**src/rtl/sid_bus_pkg.sv**
```systemverilog
// ---------------------------------------------------------------------------
// sid_bus_pkg
// Shared definitions for the SID register write bus: field widths, the tag
// that marks a host byte as an address byte, the {addr, data} command word
// and the register map addresses seen by the voice/envelope/filter decoders.
// ---------------------------------------------------------------------------
package sid_bus_pkg;

    localparam int ADDR_W = 5;
    localparam int DATA_W = 8;

    // Upper three bits of a host byte that carries a register address.
    localparam logic [2:0] ADDR_TAG = 3'b100;

    typedef struct packed {
        logic [ADDR_W-1:0] addr;
        logic [DATA_W-1:0] data;
    } sid_cmd_t;

    // Assembler states: waiting for the address byte, then the data byte.
    typedef enum logic {
        S_ADDR = 1'b0,
        S_DATA = 1'b1
    } asm_state_e;

    // Register map.
    localparam logic [ADDR_W-1:0] FREQ_LO_1 = 5'h00;
    localparam logic [ADDR_W-1:0] FREQ_HI_1 = 5'h01;
    localparam logic [ADDR_W-1:0] PW_LO_1   = 5'h02;
    localparam logic [ADDR_W-1:0] PW_HI_1   = 5'h03;
    localparam logic [ADDR_W-1:0] CTRL_1    = 5'h04;
    localparam logic [ADDR_W-1:0] AD_1      = 5'h05;
    localparam logic [ADDR_W-1:0] SR_1      = 5'h06;
    localparam logic [ADDR_W-1:0] FREQ_LO_2 = 5'h07;
    localparam logic [ADDR_W-1:0] FREQ_LO_3 = 5'h0E;
    localparam logic [ADDR_W-1:0] FC_LO     = 5'h15;
    localparam logic [ADDR_W-1:0] FC_HI     = 5'h16;
    localparam logic [ADDR_W-1:0] RES_FILT  = 5'h17;
    localparam logic [ADDR_W-1:0] MODE_VOL  = 5'h18;

    // True when a host byte opens a command pair.
    function automatic logic is_addr_byte(input logic [7:0] b);
        return (b[7:5] == ADDR_TAG);
    endfunction

endpackage

```
**src/rtl/sid_cmd_fifo.sv**
```systemverilog
// ---------------------------------------------------------------------------
// sid_cmd_fifo
// Synchronous FIFO of sid_cmd_t words. Read data is the current head and is
// valid whenever empty=0. Push and pop may happen in the same cycle.
//
// Ports:
//   clk    in  system clock
//   rst_n  in  synchronous active-low reset (empties the FIFO)
//   push   in  write wdata at the tail (ignored when full)
//   wdata  in  command to write
//   pop    in  remove the head (ignored when empty)
//   rdata  out head command
//   full   out no free entry
//   empty  out no valid entry
// ---------------------------------------------------------------------------
module sid_cmd_fifo
    import sid_bus_pkg::*;
#(
    parameter int DEPTH = 4
) (
    input  logic     clk,
    input  logic     rst_n,
    input  logic     push,
    input  sid_cmd_t wdata,
    input  logic     pop,
    output sid_cmd_t rdata,
    output logic     full,
    output logic     empty
);

    localparam int AW    = $clog2(DEPTH);
    localparam int PTR_W = AW + 1;

    sid_cmd_t         mem [DEPTH];
    logic [PTR_W-1:0] wptr_q;
    logic [PTR_W-1:0] rptr_q;
    logic             do_push;
    logic             do_pop;

    // Extra pointer MSB tells a wrapped (full) FIFO from an empty one.
    assign empty   = (wptr_q == rptr_q);
    assign full    = (wptr_q[AW] != rptr_q[AW]) && (wptr_q[AW-1:0] == rptr_q[AW-1:0]);
    assign do_push = push && !full;
    assign do_pop  = pop && !empty;
    assign rdata   = mem[rptr_q[AW-1:0]];

    // NOTE: every flop is assigned with <= so all registers update together
    // from values sampled at the same edge, independent of statement order.
    always_ff @(posedge clk) begin
        if (!rst_n) begin
            wptr_q <= '0;
            rptr_q <= '0;
        end else begin
            if (do_push) wptr_q <= wptr_q + PTR_W'(1);
            if (do_pop)  rptr_q <= rptr_q + PTR_W'(1);
        end
    end

    // NOTE: storage has no reset; emptiness is defined by the pointers alone,
    // so clearing the array would only add reset fan-out.
    always_ff @(posedge clk) begin
        if (do_push) mem[wptr_q[AW-1:0]] <= wdata;
    end

endmodule

```
**src/rtl/sid_reg_writer.sv**
```systemverilog
// ---------------------------------------------------------------------------
// sid_reg_writer
// Host-side master of the SID register write bus. Assembles {address, data}
// pairs from a host byte stream, queues them, and replays each as a one-cycle
// WR strobe with at least GAP idle cycles between strobes.
//
// Ports:
//   clk      in  system clock
//   rst_n    in  synchronous active-low reset
//   iByte    in  host byte
//   iValid   in  iByte valid; accepted when iValid && oReady
//   oReady   out assembler can take a byte this cycle
//   WR       out single-cycle register write strobe
//   ADDR     out register address (held between strobes)
//   DATA     out register data (held between strobes)
//   oBusy    out FIFO non-empty, strobe or gap in progress
//   oErrCnt  out saturating count of framing errors and timeouts
// ---------------------------------------------------------------------------
module sid_reg_writer
    import sid_bus_pkg::*;
#(
    parameter int FIFO_DEPTH = 4,
    parameter int TIMEOUT    = 65535,
    parameter int GAP        = 2
) (
    input  logic              clk,
    input  logic              rst_n,
    input  logic [7:0]        iByte,
    input  logic              iValid,
    output logic              oReady,
    output logic              WR,
    output logic [ADDR_W-1:0] ADDR,
    output logic [DATA_W-1:0] DATA,
    output logic              oBusy,
    output logic [7:0]        oErrCnt
);

    localparam int TMO_W = (TIMEOUT > 1) ? $clog2(TIMEOUT + 1) : 1;
    localparam int GAP_W = (GAP > 0) ? $clog2(GAP + 1) : 1;
    localparam logic [TMO_W-1:0] TMO_LAST = TMO_W'(TIMEOUT - 1);

    // ---------------- assembler ----------------
    asm_state_e        state_q, state_d;
    logic [ADDR_W-1:0] addr_q, addr_d;
    logic [TMO_W-1:0]  tmo_q, tmo_d;
    logic [7:0]        err_q;
    logic              run_q;
    logic              err_inc;
    logic              accept;
    logic              push;
    sid_cmd_t          push_cmd;

    // ---------------- FIFO / issuer ----------------
    sid_cmd_t          head;
    logic              fifo_full;
    logic              fifo_empty;
    logic              pop;
    logic [GAP_W-1:0]  gap_q;
    logic              wr_q;
    logic [ADDR_W-1:0] addr_out_q;
    logic [DATA_W-1:0] data_out_q;

    // run_q keeps oReady low through reset and releases it one edge later.
    assign oReady   = run_q && ((state_q == S_ADDR) || !fifo_full);
    assign accept   = iValid && oReady;
    assign push_cmd = '{addr: addr_q, data: iByte};

    // NOTE: every output of this block gets a default before the case, so no
    // path leaves a signal unassigned and no latch is inferred.
    always_comb begin
        state_d = state_q;
        addr_d  = addr_q;
        tmo_d   = tmo_q;
        push    = 1'b0;
        err_inc = 1'b0;
        unique case (state_q)
            S_ADDR: begin
                if (accept) begin
                    if (is_addr_byte(iByte)) begin
                        addr_d  = iByte[ADDR_W-1:0];
                        tmo_d   = '0;
                        state_d = S_DATA;
                    end else begin
                        err_inc = 1'b1;
                    end
                end
            end
            S_DATA: begin
                // An accepted data byte takes priority over an expiring timer.
                if (accept) begin
                    push    = 1'b1;
                    state_d = S_ADDR;
                end else if (tmo_q == TMO_LAST) begin
                    err_inc = 1'b1;
                    state_d = S_ADDR;
                end else begin
                    tmo_d = tmo_q + TMO_W'(1);
                end
            end
            default: state_d = S_ADDR;
        endcase
    end

    always_ff @(posedge clk) begin
        if (!rst_n) begin
            state_q <= S_ADDR;
            addr_q  <= '0;
            tmo_q   <= '0;
            err_q   <= '0;
            run_q   <= 1'b0;
        end else begin
            state_q <= state_d;
            addr_q  <= addr_d;
            tmo_q   <= tmo_d;
            run_q   <= 1'b1;
            if (err_inc && (err_q != 8'hFF)) err_q <= err_q + 8'd1;
        end
    end

    sid_cmd_fifo #(
        .DEPTH (FIFO_DEPTH)
    ) u_fifo (
        .clk   (clk),
        .rst_n (rst_n),
        .push  (push),
        .wdata (push_cmd),
        .pop   (pop),
        .rdata (head),
        .full  (fifo_full),
        .empty (fifo_empty)
    );

    // The gap counter is loaded on issue and counts down on every following
    // cycle, so the next strobe lands GAP+1 edges after the previous one,
    // leaving GAP idle cycles on the bus.
    assign pop = !fifo_empty && (gap_q == '0);

    always_ff @(posedge clk) begin
        if (!rst_n) begin
            wr_q       <= 1'b0;
            gap_q      <= '0;
            addr_out_q <= '0;
            data_out_q <= '0;
        end else begin
            wr_q <= pop;
            if (pop) begin
                addr_out_q <= head.addr;
                data_out_q <= head.data;
                gap_q      <= GAP_W'(GAP);
            end else if (gap_q != '0) begin
                gap_q <= gap_q - GAP_W'(1);
            end
        end
    end

    assign WR      = wr_q;
    assign ADDR    = addr_out_q;
    assign DATA    = data_out_q;
    assign oErrCnt = err_q;
    assign oBusy   = !fifo_empty || wr_q || (gap_q != '0);

endmodule
```
**config.mk**
```make
export PLATFORM = sky130hd
export DESIGN_NAME = sid_reg_writer
export DESIGN_NICKNAME = d
export VERILOG_FILES = /design/src/rtl/sid_bus_pkg.sv /design/src/rtl/sid_cmd_fifo.sv /design/src/rtl/sid_reg_writer.sv
export SDC_FILE = /design/constraint.sdc
export NUM_CORES = 1
export LEC_CHECK = 0
export CORE_MARGIN = 1.5
export CORE_UTILIZATION = 57
export DETAILED_ROUTE_END_ITERATION = 8
export PLACE_DENSITY_LB_ADDON = 0.12
export SYNTH_ARGS = -nofsm -noshare
export SYNTH_HDL_FRONTEND = slang
export SYNTH_SLANG_ARGS = --single-unit
```
**constraint.sdc**
```tcl
create_clock -name clk -period 2.3 [get_ports clk]
set_input_delay 0.345 -clock clk [delete_from_list [all_inputs] [get_ports clk]]
set_output_delay 0.345 -clock clk [all_outputs]
set_load 0.01 [all_outputs]
```
---- Yosys cells after proc, flatten, opt, wreduce, memory -nomap -nowiden ----
Memories as Yosys holds them, arrays and structs flattened. A register that Yosys moved wholly into a read port is not among the register bits.
Index checks and enable logic that the tools add are counted.
storage, ports and cells
  flip-flop bits (word level) ............. 40
  latch bits .............................. 0
  RAM bits ................................ 52
  ROM bits ................................ 0
  input bits .............................. 11
  word-level logic and storage cells ...... 69
  memories ................................ 1
memory list
  memory      depth  bits a word  rd ports  clocked after memory_dff  write ports  line                text
  u_fifo.mem  4      13           1         1                         1            sid_cmd_fifo.sv:34  sid_cmd_t mem [DEPTH];
cells by class
  add/sub/neg operators ................... 5
  multipliers ............................. 0
  div/mod/pow operators ................... 0
  magnitude comparators ................... 0
  equal/unequal tests ..................... 10
  shifts and indexed selects .............. 0
  mux-type cells .......................... 22
  bitwise operators ....................... 2
  reductions and logical operators ........ 19
operator list
  cell                                                              number
  16-bit 2-to-1 mux                                                 4
  16-bit case mux with 2 select lines                               1
  16-bit by 1-bit adder with 16-bit output (second input constant)  1
  16-bit equality test (second input constant)                      1
  1-bit 2-to-1 mux                                                  13
  8-bit by 1-bit adder with 8-bit output (second input constant)    1
  8-bit != test (second input constant)                             1
  1-bit logical AND                                                 7
  3-bit by 1-bit adder with 3-bit output (second input constant)    2
  2-bit != test (second input constant)                             3
  2-bit 2-to-1 mux                                                  2
  1-bit case mux with 2 select lines                                2
  4-bit AND reduction                                               1
  2-bit nonzero test                                                2
  3-bit equality test                                               1
  3-bit equality test (second input constant)                       1
  1-bit logical NOT                                                 3
  1-bit logical OR                                                  3
  3-bit AND reduction                                               1
  2-bit equality test                                               1
  2-bit logical NOT                                                 1
  2-bit by 1-bit != test with 1-bit output (second input constant)  1
  1-bit NOT                                                         2
  2-bit OR reduction                                                1
  2 further kinds                                                   2

---- Depth between registers and ports, before layout ----
Gate-level depths: netlist of run 1.
  depth after elaboration ................. 11
  depth in mapped cells ................... 8

---- Cells and area by module ----
Synthesis of run 1 repeated with hierarchy kept, for this count alone.
second synthesis, totals
  cell total of the unflattened synthesis .. 379
  area total of the unflattened synthesis .. 4548.1 µm²
modules (own cells, without submodules)
  module          instances  cells each  area each (µm²)  seq. area each (µm²)
  sid_cmd_fifo    1          135         2439.8           1721.7
  sid_reg_writer  1          244         2108.3           940.9

---- Worst setup path before layout of run 1 ----
OpenSTA, ideal clock, no wires.
  path kind ............................... register -> register
  start point ............................. reg state_q
  end point ............................... mem u_fifo.mem[3][0] (netlist bit) (enable)
  setup time .............................. 0.368 ns
  arrival ................................. 1.533 ns
  required time ........................... 1.932 ns
  setup slack ............................. 0.399 ns
  cell stages (with the launch flop) ...... 5
  period minus slack after synthesis ...... 1.901 ns
  cell sequence ........................... dfxtp_1 > clkbuf_1 > inv_1 > a311oi_2 > and2_1
between the ends
  cells in the longest elaborated chain, start to end .. 9
ends and longest elaborated chain
  item                                      line                   text
  start: declaration                        sid_reg_writer.sv:43   asm_state_e state_q, state_d;
  start signal: assignment                  sid_reg_writer.sv:112  state_q <= state_d;
  1-bit NOT                                 -
  1-bit logical OR                          sid_reg_writer.sv:64   assign oReady = run_q && ((state_q == S_ADDR) || !fifo_full);
  1-bit logical AND                         sid_reg_writer.sv:64
  1-bit logical AND                         sid_reg_writer.sv:65   assign accept = iValid && oReady;
  1-bit 2-to-1 mux                          sid_reg_writer.sv:90   if (accept) begin
  1-bit 2-to-1 mux *                        sid_reg_writer.sv:76   unique case (state_q)
  1-bit logical AND *                       sid_cmd_fifo.sv:43     assign do_push = push && !full;
  1-bit 2-to-1 mux *                        sid_cmd_fifo.sv:62     if (do_push) mem[wptr_q[AW-1:0]] <= wdata;
  1-bit 2-to-1 mux (implied by the code) *  sid_cmd_fifo.sv:62
  end: declaration                          sid_cmd_fifo.sv:34
Mark *: on every way between the ends. The rest lies on a longest branch, timed or not.

---- Worst setup path after layout of run 1 ----
  start point ............................. reg u_fifo.wptr_q[1]
  end point ............................... out oBusy
between the ends
  cells in the longest elaborated chain, start to end .. 4
ends and longest elaborated chain
  item                           line                   text
  start: declaration             sid_cmd_fifo.sv:35     logic [PTR_W-1:0] wptr_q;
  start signal: assignment       sid_cmd_fifo.sv:54     if (do_push) wptr_q <= wptr_q + PTR_W'(1);
  3-bit equality test            sid_cmd_fifo.sv:41     assign empty = (wptr_q == rptr_q);
  1-bit logical NOT              sid_reg_writer.sv:160  assign oBusy = !fifo_empty || wr_q || (gap_q != '0);
  1-bit logical OR (2 in a row)  sid_reg_writer.sv:160
  end: declaration               sid_reg_writer.sv:34   output logic oBusy,
No other way between the ends.

==> out/results.ini, run 1 <==
[clock_network]
clock_latency_ns=0.37
cts_tree=built
cts_num_sinks=105
h-tree-depth=3
cts_buffer_depth=2
numCtsBuffers=9
clk_pin_slew_worst_paths_ns=0.09
cts_setup_buffers=0
cts_root_buffer=clkbuf_8

[power_and_ir_drop]
total_power_mw=3.628
irDropWorstVdd_mv=0.3435
powerDensity_mw_per_mm2=690.7
p_leak_nw=1.753

[drt]
ant_nets=0
first_pass_iters=4
vias_per_cell=5.874
vias=3031
routedWlPerCell_um=17.27
wl_um=8912
drcViolationCount=0
dr.first_iter.drc_count=190

[global_routing]
grt_max_degree=28
gr-total-overflow=0
grt_pass1_wl_um=14720
grt_pass1_vias=2979
groute.usage.overall=0.2346
antenna_found_initial=0

[critical_path]
path_class=reg2out
crit_slowest_cell=clkdlybuf4s50_1
critical_path.max_stage_delay_ns=0.53
cpLargestDelayFamily=buffers and inverters
startpoint_type=flip-flop
r2r_setup_slack_ns=0.23
arrival_ns=1.87
worstSetupEndpointType=primary output
cp_max_fo=5
cp_num_buf_inv=2
crit_required_ns=1.96
crit_chain=xnor2_2, buf_4, nand4_1, clkdlybuf4s50_1

[yosys]
avgSynthCellArea_um2=12.33
synth_cells=356
synthTopCellsByArea=edfxtp_1 36%, dfxtp_1 24%, mux4_2 6.7%
synth_most_common_cell=dfxtp_1
synth_top_area_frac=0.3559
ys_async_sr_fraction=0
yosysSeqAreaShare=0.5977
ys_types=48
synth-edff-count=52
ys_seq_elements=105
synthTopCellsByCount=53 x dfxtp_1, 52 x edfxtp_1, 35 x nand2_1
synth_fp_nets=375
synth_area_mm2=0.004388
ys.flop_type=dfxtp_1
synth_top_area_cell=edfxtp_1
yosys_warnings=0

[job]
max_cap_violations=0

[sta]
min_period_over_period=0.9640
hold_violations=0
whs_ns=0.4981
tightest_slew_ns=0.6410
slew_headroom=0.5713
finalCriticalPeriod_ns=2.217
rsz0062_at_grt=no
finalMaxSlewViolations=0
tns_ns=0
fmax_mhz=451.0
setup_violations=0
clock_skew_ns=0.009453

[die]
initial_utilization=0.5954
chipHeight_um=90.74
placement_rows=31
die_w_um=90.74
dieArea_mm2=0.008234
ioPinCount=35
core_area_mm2=0.007370

[placement]
port_buffers=34
gp_congestion=0.8713
dpl.hpwl_um=6165

[outcome]
status=finished, final reports clean

[finish]
drive_above_1_share=0.1703
syn_to_final_growth_pct=19.70
nNetsFinal=431
n_antenna_cell=0

[worst_hold_path]
hold_class=reg2reg

==> power breakdown <==
group          internal (mW)  switching (mW)
sequential              1.99          0.0270
combinational          0.212           0.191
clock                  0.614           0.597
total                   2.81           0.814
==> worst register-to-register path, delay by kind of cell, from the launching register on <==
kind,cells,cell delay [ns]
compound gates,2,0.44
fa+ha+maj,1,0.18
flops,1,0.42
simple gates,3,0.97
==> cell usage in the layout (no fill, tap or decap), types with 13 or more instances in the layout <==
cell type and instances:
edfxtp_1 52, dfxtp_1 52, nand3_1 14, nand2_1 35
a21oi_1 20, clkdlybuf4s50_1 34, nor2_1 30, buf_4 26
mux2i_1 15, mux4_2 13
==> kinds of logic (layout without fill, tap and decap cells) <==
logic type,after synthesis,after routing,synth area share
adder cells (fa/ha/maj),8,8,0.02281
AND/OR/NAND/NOR,120,120,0.1337
flip-flops,105,105,0.5977
XOR/XNOR,8,8,0.02110
AO/OA/AOI/OAI,60,60,0.09752
buffers and inverters,27,88,0.02623
multiplexers,28,28,0.1009
==> registers in the layout, indices dropped and copies added (netlist names) <==
signal,count
u_fifo.mem,52
tmo_q,16
DATA,8
oErrCnt,8
ADDR,5
addr_q,5
u_fifo.rptr_q,3
u_fifo.wptr_q,3
gap_q,2
WR,1
run_q,1
state_q,1
==> final cells by class <==
type	instances	area, µm²
Sequential cell	105	2624
Tap cell	99	123.9
Multi-Input combinational cell	224	1679
Clock buffer	11	131.4
Timing Repair Buffer	62	575.6
Inverter	10	37.54
Clock inverter	5	81.33
Fill cell	514	2117
==> metrics by stage <==
stage / cells / setup WS, ns / util / area, µm²
after detailed placement: 500 / -0.07735 / 0.6822 / 5027
after CTS: 516 / 0.006191 / 0.7110 / 5240
after floorplan: 356 / 0.3988 / - / 4388
final: 516 / 0.08290 / 0.7127 / 5253
after global routing: 516 / 0.007060 / 0.7127 / 5253
after global placement: 500 / -0.01910 / 0.6822 / 5027
==> final timing paths <==
check / startpoint / cells after the start / end
worst max-delay path: u_fifo.wptr_q[1]$_SDFFE_PN0P_ / 4 / oBusy
worst min-delay path: tmo_q[6]$_SDFFE_PN0P_ / 1 / tmo_q[6]$_SDFFE_PN0P_
worst max register to register: tmo_q[1]$_SDFFE_PN0P_ / 6 / oErrCnt[3]$_SDFFE_PN0P_
worst min register to register: tmo_q[6]$_SDFFE_PN0P_ / 1 / tmo_q[6]$_SDFFE_PN0P_
==> repair_timing <==
item	4_1_cts	5_1_grt
endpoints found under the setup margin	0	1
hold buffers	0	0
gates resized for setup	0	2
==> metal layers <==
| metal | wire length (µm) | track usage | up-vias | part of all wire |
|---|---|---|---|---|
| met5 | 0 | 0 | - | 0 |
| met4 | 121 | 0.07804 | 0 | 0.014 |
| met3 | 376 | 0.04714 | 11 | 0.042 |
| met2 | 4588 | 0.4079 | 77 | 0.51 |
| met1 | 3826 | 0.2914 | 1499 | 0.43 |
| li1 | - | - | 1444 | - |
Power figures use the tool's default switching activity.
==> run 2: changes to the inputs <==
- CORE_UTILIZATION: 57 -> 52
- CTS_CLUSTER_DIAMETER: default -> 30
- clock period: 2.3 -> 1.9 ns (I/O delays scaled with it)
==> out/results.ini, run 2 (synthesis gave the netlist of run 1 again) <==
[outcome]
status=finished, final reports clean

[finish]
final_cell_mix=52 x dfxtp_1, 52 x edfxtp_1, 47 x buf_4, 35 x nand2_1, 32 x clkdlybuf4s50_1
largest_reg_flops=52  ; unchanged
drive_above_1_share=0.2443  ; +0.07408
nNetsFinal=456  ; +5.8%
syn_to_final_growth_pct=25.72
n_antenna_cell=0  ; unchanged

[critical_path]
path_depth=7  ; +3
worst_r2r_path_depth=7  ; +1
crit_required_ns=2.19  ; +0.23 ns
startpoint_type=flip-flop
worstSetupEndpointType=flip-flop
cp_num_buf_inv=1  ; -1
cp_max_fo=5  ; unchanged
critical_path.max_stage_delay_ns=0.52  ; about the same
arrival_ns=2.12  ; +0.25 ns
crit_slowest_cell=or4_1
cpLargestDelayFamily=simple AND/OR/NAND/NOR gates
crit_chain=inv_1, ha_1, nand4_1, nor3_4, a31oi_4, or4_1, a21oi_1
path_class=reg2reg

[power_and_ir_drop]
powerDensity_mw_per_mm2=775.0  ; +12%
total_power_mw=4.275  ; +18%
irDropWorstVdd_mv=0.3231  ; -5.9%
p_leak_nw=1.906  ; +8.7%

[die]
core_area_mm2=0.008175  ; +11%
die_w_um=94.86  ; +4.5%
initial_utilization=0.5367  ; -0.05869
dieArea_mm2=0.008998  ; +9.3%
placement_rows=33  ; +6.5%
chipHeight_um=94.86  ; +4.5%
ioPinCount=35  ; unchanged

[sta]
hold_violations=0  ; unchanged
rsz0062_at_grt=yes
finalCriticalPeriod_ns=1.826
min_period_over_period=0.9610
tns_ns=0  ; unchanged
slew_headroom=0.7585  ; +0.1872
whs_ns=0.4930  ; -0.005088 ns
finalMaxSlewViolations=0  ; unchanged
setup_violations=0  ; unchanged
tightest_slew_ns=0.3595  ; -0.2815 ns
clock_skew_ns=0.01477  ; +0.005313 ns
fmax_mhz=547.7

[drt]
routedWlPerCell_um=16.09  ; -6.9%
vias=3039  ; +0.26%
vias_per_cell=5.556  ; -5.4%
drcViolationCount=0  ; unchanged
dr.first_iter.drc_count=132  ; -31%
ant_nets=0  ; unchanged
first_pass_iters=4  ; unchanged
wl_um=8799  ; -1.3%

[clock_network]
clock_latency_ns=0.36  ; about the same
cts_tree=built
h-tree-depth=3  ; unchanged
cts_hold_buf=0  ; unchanged
cts_root_buffer=clkbuf_8
numCtsBuffers=9  ; unchanged
clk_pin_slew_worst_paths_ns=0.09  ; about the same
cts_buffer_depth=2  ; unchanged
cts_num_sinks=105  ; unchanged

[job]
max_cap_violations=0  ; unchanged

[placement]
dpl.hpwl_um=5950  ; -3.5%
port_buffers=34  ; unchanged
gp_congestion=0.8562  ; -1.7%

[global_routing]
groute.usage.overall=0.2067  ; -0.02792
antenna_found_initial=0  ; unchanged
gr-total-overflow=0  ; unchanged
grt_max_degree=27  ; -3.6%
grt_pass1_vias=2891  ; -3.0%
grt_pass1_wl_um=13990  ; -4.9%

[worst_hold_path]
hold_depth=2  ; +1
hold_class=reg2reg

-- run 2: final timing paths --
check,from,end,slack [ns]
worst max-delay path,tmo_q[0]$_SDFFE_PN0P_,oErrCnt[4]$_SDFFE_PN0P_,0.07
worst min register to register,oErrCnt[5]$_SDFFE_PN0P_,oErrCnt[5]$_SDFFE_PN0P_,0.49
worst min-delay path,oErrCnt[5]$_SDFFE_PN0P_,oErrCnt[5]$_SDFFE_PN0P_,0.49
worst max register to register,tmo_q[0]$_SDFFE_PN0P_,oErrCnt[4]$_SDFFE_PN0P_,0.07
-- run 2: layer usage --
metal  GRT usage  vias to the layer above  part of all wire
met1      0.2645                     1483              0.45
met5           0                        -                 0
met3     0.04589                       10             0.031
met2      0.3518                       49              0.51
li1            -                     1497                 -
met4     0.05846                        0             0.011
-- run 2: repair_timing --
action	CTS	global route
pin swaps	1	3
gates resized for setup	5	19
endpoints found under the setup margin	7	14
gates cloned	0	1
buffers inserted	0	4
-- run 2: worst min-delay path, cell delays in order, from the launching register on --
cell and delay (ns):
dfxtp_1 0.34, nand2_1 0.06, mux2i_1 0.05
-- run 2: cell type report --
type	instances	area, µm²
fill	635	2659
sequential	105	2624
inverter	10	37.54
multi-input combinational	225	1765
clock buffer	11	131.4
timing repair buffer	86	765.7
tap	105	131.4
clock inverter	5	61.31
-- run 2: stage by stage --
| stage | utilization | setup WS [ns] | cells | cell area [µm²] |
|---|---|---|---|---|
| after detailed placement | 0.6344 | -0.3068 | 526 | 5186 |
| after CTS | 0.6598 | 0.03158 | 542 | 5394 |
| after global placement | 0.6344 | -0.2768 | 526 | 5186 |
| final | 0.6748 | 0.07404 | 547 | 5517 |
| after global routing | 0.6748 | -0.03582 | 547 | 5517 |
| after floorplan | - | 0.03741 | 356 | 4389 |
-- run 2: where the power goes --
group	internal, mW	total (mW)	switching (mW)	leakage, nW
sequential	2.41	2.43	0.0281	0.933
combinational	0.257	0.486	0.229	0.874
clock	0.621	1.36	0.735	0.0983
==> run 3: changes to the inputs <==
- CORE_UTILIZATION: 52 -> 57
- CTS_CLUSTER_DIAMETER: 30 -> default
- clock period: 1.9 -> 1.68 ns (I/O delays scaled with it)
==> out/results.ini, run 3 (synthesis gave the netlist of run 1 again) <==
[outcome]
status=finished, violations left
violations=negative setup slack

[placement]
gp_congestion=0.8651  ; +1.0%
dpl_cell_area_mm2=0.005426  ; +4.6%
port_buffers=34  ; unchanged
dpl.hpwl_um=6093  ; +2.4%

[sta]
finalWorstSetupSlack_ns=-0.1962  ; -0.2703 ns
finalCriticalPeriod_ns=1.876  ; +0.05027 ns
slew_headroom=0.6851  ; -0.07342
finalMaxSlewViolations=0  ; unchanged
tns_ns=-3.807  ; -3.807 ns
tightest_slew_ns=0.4688  ; +0.1093 ns
min_period_over_period=1.117  ; +0.1558
whs_ns=0.4976  ; +0.004533 ns
fmax_mhz=533.0  ; -2.7%
hold_violations=0  ; unchanged
clock_skew_ns=0.009418  ; -0.005348 ns
rsz0062_at_grt=yes
setup_violations=55  ; +55

[die]
dieArea_mm2=0.008234  ; -8.5%
ioPinCount=35  ; unchanged
initial_utilization=0.5954  ; +0.05869
placement_rows=31  ; -6.1%
core_area_mm2=0.007370  ; -9.9%
die_w_um=90.74  ; -4.3%
chipHeight_um=90.74  ; -4.3%

[critical_path]
cp_max_fo=5  ; unchanged
startpoint_type=flip-flop
worstSetupEndpointType=flip-flop
path_class=reg2reg
arrival_ns=2.18  ; +0.06 ns
crit_required_ns=1.99  ; -0.20 ns

[global_routing]
antenna_found_initial=0  ; unchanged
gr-total-overflow=0  ; unchanged
grt_max_degree=36  ; +33%
grt_pass1_wl_um=16180  ; +16%
grt_pass1_vias=3254  ; +13%
groute.usage.overall=0.2513  ; +0.04458

[clock_network]
clock_latency_ns=0.37  ; about the same
numCtsBuffers=9  ; unchanged
cts_hold_buf=0  ; unchanged
clk_pin_slew_worst_paths_ns=0.10  ; about the same
cts_num_sinks=105  ; unchanged
cts_tree=built
h-tree-depth=3  ; unchanged
cts_root_buffer=clkbuf_8
cts_buffer_depth=2  ; unchanged

[finish]
final_common_cell=buf_4
final_area_mm2=0.006076  ; +10%
largest_reg_flops=52  ; unchanged
drive_above_1_share=0.3667  ; +0.1224
syn_to_final_growth_pct=38.47
nNetsFinal=483  ; +5.9%
n_antenna_cell=0  ; unchanged
utilization=0.8244  ; +0.1497
final_cell_mix=55 x buf_4, 52 x edfxtp_1, 44 x dfxtp_1, 33 x nand2_1, 32 x clkdlybuf4s50_1

[drt]
ant_nets=0  ; unchanged
vias=3375  ; +11%
drcViolationCount=0  ; unchanged
dr.first_iter.drc_count=178  ; +35%
highest-signal-layer=met4
wl_um=10660  ; +21%
routedWlPerCell_um=18.77  ; +17%
dr_wl_met2_um=5433  ; +21%
wl_met3_um=427  ; +57%
first_pass_iters=4  ; unchanged
vias_per_cell=5.942  ; +7.0%
wl_met1_um=4662  ; +18%

[power_and_ir_drop]
power.share.sequential=0.555  ; -0.014
p_switching_mw=1.254  ; +26%
irDropWorstVdd_mv=0.5725  ; +77%
power.internal_mw=3.708  ; +13%
p_leak_nw=2.143  ; +12%
power.share.clock=0.307  ; -0.010
powerDensity_mw_per_mm2=816.7  ; +5.4%
p_sw_frac=0.2527  ; +0.02078
pwr-share-comb=0.138  ; +0.024

[job]
max_cap_violations=0  ; unchanged

[worst_hold_path]
hold_class=reg2reg

-- run 3: changes by cell type in the layout (fill, tap and decap cells not counted), sizes merged --
cell and change:
a31oi -1, and2 +1, buf +27, bufbuf +1
bufinv -1, clkdlybuf4s15 -1, clkinv -1, dlygate4sd2 -1
inv +3
-- run 3: final timing paths --
path | endpoint | start | depth (start not counted) | slack [ns]
worst max-delay path | oErrCnt[2]$_SDFFE_PN0P_ | tmo_q[0]$_SDFFE_PN0P_ | 8 | -0.20
worst min-delay path | oErrCnt[5]$_SDFFE_PN0P_ | oErrCnt[5]$_SDFFE_PN0P_ | 2 | 0.50
worst max register to register | oErrCnt[2]$_SDFFE_PN0P_ | tmo_q[0]$_SDFFE_PN0P_ | 8 | -0.20
worst min register to register | oErrCnt[5]$_SDFFE_PN0P_ | oErrCnt[5]$_SDFFE_PN0P_ | 2 | 0.50
-- run 3: cell type report --
cell class              count  area, µm²
clock buffers              10      137.6
clock inverters             6      53.80
fillers                   369       1294
inverters                  10      37.54
multi-input cells         225       1964
flip-flops and latches    105       2641
well taps                  99      123.9
repair buffers            113       1117
-- run 3: routing by layer --
| layer | vias to the layer above | track usage |
|---|---|---|
| li1 | 1552 | - |
| met1 | 1716 | 0.3390 |
| met2 | 93 | 0.4279 |
| met3 | 14 | 0.02778 |
| met4 | 0 | 0.07540 |
| met5 | - | 0 |
-- run 3: power groups by stage --
stage	sequential, mW	combinational [mW]	clock, mW
finish	2.76	0.683	1.52
global route	2.76	0.729	1.63
CTS	2.75	0.596	1.53
detailed placement	2.82	0.578	0
global placement	2.81	0.570	0
floorplan	2.82	0.326	0
-- run 3: critical path, stage by stage (launching register included) --
cell and delay, ns:
dfxtp_2 0.34, inv_2 0.07, ha_4 0.11, nand4_1 0.12
nor3_4 0.25, a31oi_4 0.16, buf_12 0.16, or4_4 0.48
a21oi_2 0.14
-- run 3: metrics by stage --
step	cells	setup WS (ns)	total power, mW
2_1_floorplan	356	-0.06592	3.147
3_3_place_gp	539	-0.4066	3.382
3_5_place_dp	539	-0.4677	3.394
4_1_cts	562	-0.1351	4.881
5_1_grt	568	-0.2915	5.126
6_report	568	-0.1962	4.962
-- run 3: repair_timing --
| action | 4_1_cts | 5_1_grt |
|---|---|---|
| pin swaps | 16 | 31 |
| resized for setup | 32 | 50 |
| setup endpoints to repair | 74 | 84 |
| cloned | 3 | 1 |
| setup buffers | 4 | 5 |
